--- config.mk ---
export PLATFORM = sky130hd
export DESIGN_NAME = preemption_watchdog
export DESIGN_NICKNAME = d
export VERILOG_FILES = /design/src/rtl/preemption_watchdog.sv
export SDC_FILE = /design/constraint.sdc
export NUM_CORES = 1
export LEC_CHECK = 0
export CELL_PAD_IN_SITES_DETAIL_PLACEMENT = 2
export CELL_PAD_IN_SITES_GLOBAL_PLACEMENT = 2
export CORE_UTILIZATION = 29
export DETAILED_ROUTE_END_ITERATION = 6
export GPL_TIMING_DRIVEN = 0
export PLACE_DENSITY_LB_ADDON = 0.1
export REMOVE_ABC_BUFFERS = 1
export SLEW_MARGIN = 20
export SYNTH_ARGS = -nofsm -noshare
export SYNTH_HDL_FRONTEND = slang
export SYNTH_SLANG_ARGS = --single-unit
--- constraint.sdc ---
create_clock -name clock -period 4.1 [get_ports clock]
set_clock_uncertainty 0.05 [all_clocks]
set_input_delay 1.23 -clock clock [delete_from_list [all_inputs] [get_ports clock]]
set_output_delay 1.23 -clock clock [all_outputs]
set_load 0.01 [all_outputs]
--- src/rtl/preemption_watchdog.sv ---
// Instruction-quantum preemption timer: counts user-space commits down from a quantum and
// raises a context-exchange request on expiry. Optional macro: WATCHDOG_AUTO_REARM_EN.
module preemption_watchdog #(
    parameter int                       QUANTUM_WIDTH   = 32,
    parameter logic [QUANTUM_WIDTH-1:0] DEFAULT_QUANTUM = QUANTUM_WIDTH'(1000),
    parameter logic [11:0]              OS_BOUNDARY     = 12'd256
) (
    input  logic                     clock,
    input  logic                     reset,
    input  logic                     load_quantum,
    input  logic [QUANTUM_WIDTH-1:0] quantum_in,
    input  logic                     arm,
    input  logic                     disarm,
    input  logic                     instruction_commit,
    input  logic [11:0]              program_counter,
    input  logic                     jump_context_exchange,
    output logic [QUANTUM_WIDTH-1:0] output_watchdog,
    output logic                     context_exchange
);

    typedef enum logic [1:0] {
        IDLE     = 2'd0,
        COUNTING = 2'd1,
        REQUEST  = 2'd2
    } state_t;

    state_t                   state;
    logic [QUANTUM_WIDTH-1:0] quantum;
    logic [QUANTUM_WIDTH-1:0] count;
    logic [QUANTUM_WIDTH-1:0] arm_quantum;
    logic                     user_commit;

    // An arm in the same cycle as a load must see the freshly written value.
    assign arm_quantum = load_quantum ? quantum_in : quantum;
    assign user_commit = instruction_commit && (program_counter >= OS_BOUNDARY);

    assign output_watchdog = count;

    always_ff @(posedge clock) begin
        if (reset) begin
            state            <= IDLE;
            quantum          <= DEFAULT_QUANTUM;
            count            <= '0;
            context_exchange <= 1'b0;
        end else begin
            if (load_quantum) begin
                quantum <= quantum_in;
            end

            if (disarm) begin
                state            <= IDLE;
                count            <= '0;
                context_exchange <= 1'b0;
            end else begin
                case (state)
                    IDLE: begin
                        if (arm) begin
                            if (arm_quantum != '0) begin
                                count <= arm_quantum;
                                state <= COUNTING;
                            end else begin
                                count <= '0;
                            end
                        end
                    end

                    COUNTING: begin
                        if (arm) begin
                            // A zero quantum disables preemption, so it drops back to idle.
                            if (arm_quantum != '0) begin
                                count <= arm_quantum;
                            end else begin
                                count <= '0;
                                state <= IDLE;
                            end
                        end else if (user_commit) begin
                            if (count == QUANTUM_WIDTH'(1)) begin
                                state            <= REQUEST;
                                context_exchange <= 1'b1;
                            end else begin
                                count <= count - QUANTUM_WIDTH'(1);
                            end
                        end
                    end

                    REQUEST: begin
                        // Count is held at 1 so the consumer's nonzero gate stays open.
                        if (jump_context_exchange) begin
                            context_exchange <= 1'b0;
`ifdef WATCHDOG_AUTO_REARM_EN
                            if (quantum != '0) begin
                                count <= quantum;
                                state <= COUNTING;
                            end else begin
                                count <= '0;
                                state <= IDLE;
                            end
`else
                            count <= '0;
                            state <= IDLE;
`endif
                        end
                    end

                    default: begin
                        state            <= IDLE;
                        count            <= '0;
                        context_exchange <= 1'b0;
                    end
                endcase
            end
        end
    end

endmodule

==> flow_metrics.tcl, run 1 <==
set metrics [dict create \
    drt-pass1-iter-count 7 \
    muxShareOfSynthArea_pct 9.12 \
    timing.hold.ws_ns 0.447 \
    synth.top_cells.by_count "nor2_1 (69), dfxtp_1 (67), mux2i_1 (31)" \
    fin_area_mm2 0.00467 \
    h-tree-depth 3 \
    yosysWarningCount 0 \
    crit_type "in2reg" \
    required_ns 4.31 \
    clock_latency_ns 0.34 \
    syn2layout_area_growth_pct 32.5 \
    dieWidth_um 112 \
    async_reset_ff_share_pct 0 \
    dieArea_mm2 0.0126 \
    cts_hold_buffers 0 \
    ctsResizeCount 0 \
    drv_slew 0 \
    max_freq_mhz 267 \
    rows 39 \
    rsz0062_at_grt "false" \
    maxCapViolations 0 \
    power_mw 1.89 \
    yosysTopAreaCell "dfxtp_1" \
    cts_buffer_depth 2 \
    start_util_pct 30.3 \
    finalSetupViolCount 0 \
    yosys-top-cells-area "dfxtp_1 (38%), mux2i_1 (8.8%), nor2_1 (7.3%), nor4_1 (3.9%), a21oi_1 (3.7%)" \
    post-route-period-util_pct 91.5 \
    status "finished, violations left" \
    worstHoldPathType "reg2reg" \
    wl_per_cell_um 21.6 \
    die_h_um 112 \
    p_leak_nw 1.77 \
    synth_seq_area_share_pct 38.1 \
    antenna_found_initial 0 \
    n_antenna_cell 0 \
    failed_checks "DRC" \
    cts.clk_slew.worst_paths_ns 0.06 \
    endpoint_kind "flop" \
    yosys.area.top_type_share_pct 38.1 \
    place.gp.congestion 0.792 \
    drive_gt1_share_pct 6.39 \
    synthCells 436 \
    postCtsSetupBuffers 0 \
    drc 5 \
    synth_top_family_by_area "simple AND/OR/NAND/NOR gates" \
    finalWirelength_mm 13.9 \
    clockRootBuffer "clkbuf_16" \
    cts_sinks 67 \
    slew_headroom_pct 35.4 \
    ios 84 \
    avgViaCountPerCell 5.73 \
    finalCriticalPeriod_ns 3.75 \
    grt_first_pass_wirelength_mm 22.1 \
    core_region_area_mm2 0.0116 \
    via_count 3689 \
    cts_tree "yes" \
    vdd_drop_max_uv 222 \
    synth_cell_types 46 \
    yosysMostFrequentCell "nor2_1" \
    yosys.area_share.simple_pct 28.2 \
    grt_pass1_vias 3979 \
    grt_overflow_total 0 \
    grtUsageTotal_pct 23.1 \
    hpwl_mm 10.2 \
    ys.flop_type "dfxtp_1" \
    tightest_slew_ns 0.967 \
    grt_max_degree 35 \
    netlist_area_mm2 0.00352 \
    synthAdderAreaFrac_pct 0.710 \
    postRouteAntennaNets 0 \
    arrival_ns 3.97 \
    avgSynthCellArea_um2 8.08 \
    cts_buffers 9 \
    worstSetupStartpointType "input pin" \
    crit_path_max_fanout 22 \
    synth-xor-area-share_pct 1.74 \
    synth_edf_count 0 \
    postPlaceCellArea_mm2 0.00435 \
    hold_viol_final 0 \
    nets 549 \
    p_per_area_mw_per_mm2 405 \
    dr.first_iter.drc_count 179 \
    io_buffers 75 \
    synth_compound_area_share_pct 18.4 \
    synth-seq-cells 67 \
]
-- cell usage in the layout, fill, tap and decap left out, types with 2 or more instances in the layout --
cell type,instances
o22ai_1,14
buf_2,2
nand4_1,8
or3_1,10
o21ai_0,24
or4_4,2
a31oi_1,4
nor4b_1,2
clkdlybuf4s50_1,73
mux2i_1,31
nand2_1,28
or2_2,4
clkbuf_16,9
clkbuf_8,3
and3_1,3
ha_1,2
a31o_2,2
a32o_1,5
nor3_1,14
nand3_1,9
nand2b_1,10
a21oi_1,26
xor2_1,5
nor4_1,21
o2111ai_1,2
dfxtp_1,67
xnor2_1,2
inv_1,2
nor2_1,67
or4_1,10
clkinv_2,2
o2bb2ai_1,2
a211oi_1,3
o211ai_1,13
-- per-layer routing --
metal / GRT usage (%) / share of wire (%) / up-vias
met2: 39.9 / 49 / 94
met3: 4.00 / 3.6 / 17
met1: 29.7 / 46 / 1835
met4: 6.58 / 1.7 / 0
li1: - / - / 1743
met5: 0 / 0 / -
-- cells by family after synthesis --
kind of cell	after synthesis
multiplexers	32
AO/OA/AOI/OAI	102
AND/OR/NAND/NOR	197
flip-flops	67
adder cells (fa/ha/maj)	2
XOR/XNOR	7
buffers and inverters	29
-- final cells by class --
| cell class | count | area, um^2 |
|---|---|---|
| Clock buffer | 12 | 267 |
| Clock inverter | 4 | 47.5 |
| Fill cell | 1328 | 6940 |
| Inverter | 2 | 7.51 |
| Multi-Input combinational cell | 340 | 2070 |
| Sequential cell | 67 | 1340 |
| Tap cell | 143 | 179 |
| Timing Repair Buffer | 76 | 761 |
-- path summary, 6_finish.rpt --
| path | from | to | slack, ns | cells after the start |
|---|---|---|---|---|
| max reg2reg | output_watchdog[15] | output_watchdog[18] | 0.47 | 6 |
| min reg2reg | context_exchange | context_exchange | 0.45 | 2 |
| max | arm | output_watchdog[18] | 0.35 | 6 |
| min | context_exchange | context_exchange | 0.45 | 2 |
-- stage by stage --
stage / TNS (ns) / worst slack [ns] / instances / util [%]
floorplan: 0 / 0.992 / 409 / -
global placement: -32.62 / -2.00 / 627 / 37.3
detailed placement: -0.349 / -0.149 / 628 / 37.4
CTS: 0 / 0.208 / 644 / 40.1
global route: 0 / 0.187 / 644 / 40.2
finish: 0 / 0.348 / 644 / 40.2
-- report_power, final --
part | leakage (nW) | switching, mW | internal [mW]
clock | 0.155 | 0.293 | 0.518
sequential | 0.549 | 0.0318 | 0.684
combinational | 1.07 | 0.217 | 0.148
-- state kept, by name, summed over array words and instances, names as in the netlist --
name	count
quantum	32
state	2
context_exchange	1
output_watchdog	32
-- worst max-delay path, stage by stage --
cell and delay (ns):
clkdlybuf4s50_1 0.61, nor2_1 0.11, o21ai_0 0.50, nand2_1 0.74
or3_1 0.62, a21oi_1 0.15
(Power assumes the default switching activity.)
==> inputs of run 2 (changes only) <==
--- a/config.mk
+++ b/config.mk
@@ -7,7 +7,7 @@
 export LEC_CHECK = 0
 export CELL_PAD_IN_SITES_DETAIL_PLACEMENT = 2
 export CELL_PAD_IN_SITES_GLOBAL_PLACEMENT = 2
-export CORE_UTILIZATION = 29
+export CORE_UTILIZATION = 31
 export DETAILED_ROUTE_END_ITERATION = 6
 export GPL_TIMING_DRIVEN = 0
 export PLACE_DENSITY_LB_ADDON = 0.1
==> constraint.sdc (replaced) <==
create_clock -name clock -period 4.6 [get_ports clock]
set_clock_uncertainty 0.05 [all_clocks]
set_input_delay 1.38 -clock clock [delete_from_list [all_inputs] [get_ports clock]]
set_output_delay 1.38 -clock clock [all_outputs]
set_load 0.01 [all_outputs]
==> run 2 against run 1 <==
Compared with the run above: the flow now finishes without violations; final cell count is 0.31% lower; utilization is 3.1 points higher; global-route usage is 2.3 points higher; worst hold slack worse by 0.0062 ns; combinational power is 9.9% lower; sequential power is 11% lower; first-iteration DRC count is 5.6% higher.
==> flow_metrics.tcl, run 2 (synthesized netlist as in run 1, its figures left out) <==
set metrics [dict create \
    max_freq_mhz 256 \
    setup_ws_ns 0.697 \
    drc 0 \
    switching_share_pct 27.4 \
    post-route-period-util_pct 84.8 \
    ctsResizeCount 0 \
    dieArea_mm2 0.0118 \
    p_comb_share_pct 18.1 \
    cts_hold_buffers 0 \
    drive_gt1_share_pct 6.57 \
    grt_overflow_total 0 \
    required_ns 4.81 \
    wl_per_cell_um 22.0 \
    dr.first_iter.drc_count 189 \
    pre_cts_ws_ns 0.418 \
    place.gp.congestion 0.831 \
    busiest_layer "met2" \
    p_per_area_mw_per_mm2 383 \
    grt_use_met3_pct 2.87 \
    dieWidth_um 109 \
    postCtsSetupBuffers 0 \
    clockRootBuffer "clkbuf_16" \
    rows 38 \
    io_buffers 75 \
    nets 550 \
    start_util_pct 32.2 \
    grt_first_pass_wirelength_mm 22.4 \
    worstHoldPathType "reg2reg" \
    p_leak_nw 1.81 \
    status "completed" \
    cpMostUsedCell "nor2_1" \
    hold_viol_final 0 \
    slowest_delay_ns 0.56 \
    slew_headroom_pct 35.2 \
    fin_util_pct 43.4 \
    drv_slew 0 \
    grtUsageTotal_pct 25.4 \
    hpwl_mm 10.0 \
    vdd_drop_max_uv 138 \
    crit_path_max_fanout 21 \
    finalSetupViolCount 0 \
    tightest_slew_ns 0.969 \
    arrival_ns 4.11 \
    grtUsageMet1_pct 33.5 \
    finalCriticalPeriod_ns 3.90 \
    cts_tree "yes" \
    path_delay_family "simple AND/OR/NAND/NOR gates" \
    n_antenna_cell 0 \
    crit_type "in2reg" \
    cp_cell_sequence "clkdlybuf4s50_1, nor2_1, nand2_1, nor2_1, nand3_1, or4_1, o211ai_1" \
    cts_sinks 67 \
    drt-pass1-iter-count 7 \
    p_switching_mw 0.497 \
    cts_buffers 9 \
    met2_usage_pct 42.3 \
    clock_latency_ns 0.34 \
    p_int_mw 1.32 \
    antenna_found_initial 0 \
    syn2layout_area_growth_pct 34.5 \
    rsz0062_at_grt "false" \
    grt_max_degree 35 \
    crit_path_top_delay_cell "nand2_1" \
    clkPwrFrac_pct 46.7 \
    grt_pass1_vias 4033 \
    cts.clk_slew.worst_paths_ns 0.06 \
    die_h_um 109 \
    maxCapViolations 0 \
    h-tree-depth 3 \
    ios 84 \
    endpoint_kind "flop" \
    finalWirelength_mm 14.1 \
    via_count 3703 \
    cts_buffer_depth 2 \
    layout_commonest_cell "clkdlybuf4s50_1" \
    worstSetupStartpointType "input pin" \
    final_cell_mix "clkdlybuf4s50_1 (73), nor2_1 (67), dfxtp_1 (67)" \
    pwr-share-seq_pct 35.2 \
    avgViaCountPerCell 5.77 \
    postRouteAntennaNets 0 \
    core_region_area_mm2 0.0109 \
    cp_num_buf_inv 1 \
]
[run 2: cell types whose count changed in the layout (fill, tap and decap cells not counted)]
cell and change:
bufinv_16 +2, buf_16 +1, clkinv_2 -1, clkinvlp_4 -1
[run 2: worst reg2reg max path: stages (launching register included)]
cell and delay, ns:
dfxtp_1 0.38, or4_1 0.65, or4_1 0.67, or4_4 0.63, nand2_1 0.74, nor2_1 0.15, a211oi_1 0.24
[run 2: area by class of cell]
cell class	count	area [um^2]
repair buffers	77	788
clock buffers	12	267
clock inverters	4	95.1
inverters	2	7.51
flip-flops and latches	67	1340
fillers	1231	6190
well taps	140	175
multi-input cells	340	2070
[run 2: stage by stage]
stage	cell area [um^2]	cells	TNS (ns)	total power, mW	hold slack, ns
finish	4740	642	0	1.81	0.441
global route	4740	642	0	1.88	0.466
CTS	4740	642	0	1.83	0.444
detailed placement	4380	626	0	0.974	0.431
global placement	4320	624	-21.37	0.962	0.425
floorplan	3400	409	0	0.813	0.411
[run 2: worst paths after layout]
path | startpoint | to | slack (ns) | cells past startpoint
max | arm | output_watchdog[12] | 0.70 | 7
max reg2reg | output_watchdog[15] | output_watchdog[1] | 1.00 | 6
min reg2reg | output_watchdog[27] | output_watchdog[27] | 0.44 | 2
min | output_watchdog[27] | output_watchdog[27] | 0.44 | 2
[run 2: power by group through the flow]
stage	registers, mW	logic [mW]	clock network (mW)
after floorplan	0.646	0.167	0
after global placement	0.648	0.314	0
after detailed placement	0.650	0.325	0
after CTS	0.638	0.328	0.860
after global routing	0.642	0.359	0.882
final	0.638	0.329	0.848
[run 2: metal layers]
metal  vias up  wire length (um)  part of all wire [%]
li1       1744                 -                     -
met1      1842              6650                    47
met2        96              6720                    48
met3        21               462                   3.3
met4         0               290                   2.1
met5         -                 0                     0
==> RTL edit, RTL diff (flow settings as in run 1) <==
Reset style: asynchronous (`reset`), changed in one clocked block.
--- a/src/rtl/preemption_watchdog.sv
+++ b/src/rtl/preemption_watchdog.sv
@@ -37,5 +37,5 @@
     assign output_watchdog = count;
 
-    always_ff @(posedge clock) begin
+    always_ff @(posedge clock or posedge reset) begin
         if (reset) begin
             state            <= IDLE;
Function: differs if reset is asserted again (counterexample within 4 cycles, from zero or initial values and one cycle with reset high); with reset held inactive, the same outputs for 4 cycles.
==> RTL edit against run 1 <==
  * Synthesized area rose by 6.2%
  * Design area is 7.2% higher
  * Combinational power up 33%
  * Sequential share of layout area increased by 4.9 points
  * Hold slack gained 0.027 ns
  * Critical path depth grew 1
  * Setup slack lost 0.11 ns
  * Count of clock-buffer cells in the layout increased by 2
  * Sequential cell count stayed put
  * Power up 14%
  * Routed wire length fell by 0.76%
==> RTL edit: results (changes against run 1) <==
status: "finished, final reports clean"  # was finished, violations left
hpwl_um: 10200  # about the same
p_leak_nw: 1.95  # was 1.77 nW
n_fill_cell: 1386  # was 1328
clockPowerShare_pct: 39.6  # was 42.9%
synthTopCellsByCount: "dfrtp_1, nor2_1, mux2_2"  # was nor2_1, dfxtp_1, mux2i_1
ys_types: 60  # was 46
grt_usage_pct: 22.0  # was 23.1%
instances_no_fill: 625  # was 644
grt_pass1_wl_um: 21400  # was 22100 um
synth_compound_area_share_pct: 17.0  # was 18.4%
post_drt_via_cell_ratio: 5.47  # was 5.73
nets: 501  # was 549
nClkBuffers: 14  # was 12
clk_share_pct: 6.47  # was 6.73%
p_switching_mw: 0.639  # was 0.541 mW
critPathMaxStageDelay_ns: 0.58  # was 0.74 ns
synth_cells: 376  # was 436
place_area_um2: 4680  # was 4350 um2
place_inst: 609  # was 628
ys_top_cells_by_area: "dfrtp_1, mux2_2, dfstp_2"  # was dfxtp_1, mux2i_1, nor2_1
nMultiInputCombCells: 288  # was 340
synth_xor_area_share_pct: 1.17  # was 1.74%
drive_above_1_share_pct: 16.1  # was 6.39%
wl_met2_um: 6680  # was 6760 um
drt-total-wl_um: 13800  # was 13900 um
multi_input_area_share_pct: 39.3  # was 44.3%
synthAdderAreaFrac_pct: 0.668  # was 0.710%
worstMarginPinSlew_ns: 0.962  # was 0.967 ns
grt.met1_usage_pct: 30.3  # was 29.7%
area_share_nonclk_buffers_pct: 15.8  # was 16.3%
gp_congestion: 0.785  # was 0.792
inverters: 5  # was 2
gr-usage-met3_pct: 2.62  # was 4.00%
slowest_stage: "nor2_2"  # was nand2_1
n_all_buffers: 77  # was 76
first_pass_iters: 4  # was 7
post_cts_resize_count: 2  # was 0
worstPathArrival_ns: 4.08  # was 3.97 ns
drtIter0Drc: 180  # was 179
met1_length_um: 6420  # was 6400 um
routed-wl-met3_um: 554  # was 504 um
seqCellArea_um2: 1680  # was 1340 um2
## RTL edit: cell count changes after synthesis, sizes merged, moves of 7 or more
cell	run 1	this run
dfrtp	0	61
a21oi	26	19
a22oi	1	8
nor2	69	36
o22ai	14	4
or4	12	2
clkbuf	20	6
mux2	1	31
mux2i	31	3
dfxtp	67	0
o211ai	13	6
or3	10	0
## RTL edit: stage by stage
step                      TNS, ns  utilization (%)  power (mW)
final                           0             39.7        2.16
after global routing            0             39.7        2.26
after CTS                       0             39.7        2.18
after detailed placement    -10.0             37.1        1.32
after global placement     -21.93             36.7        1.30
after floorplan                 0                -        1.07
## RTL edit: worst paths after layout
path,startpoint,end,slack [ns],cells past startpoint
worst max-delay path,arm,output_watchdog[14],0.24,7
worst min-delay path,quantum[29],quantum[29],0.47,1
worst max register to register,output_watchdog[2],output_watchdog[10],0.86,6
worst min register to register,quantum[29],quantum[29],0.47,1
max in group asynchronous,reset,quantum[9],2.20,3
min in group asynchronous,reset,output_watchdog[3],1.19,2
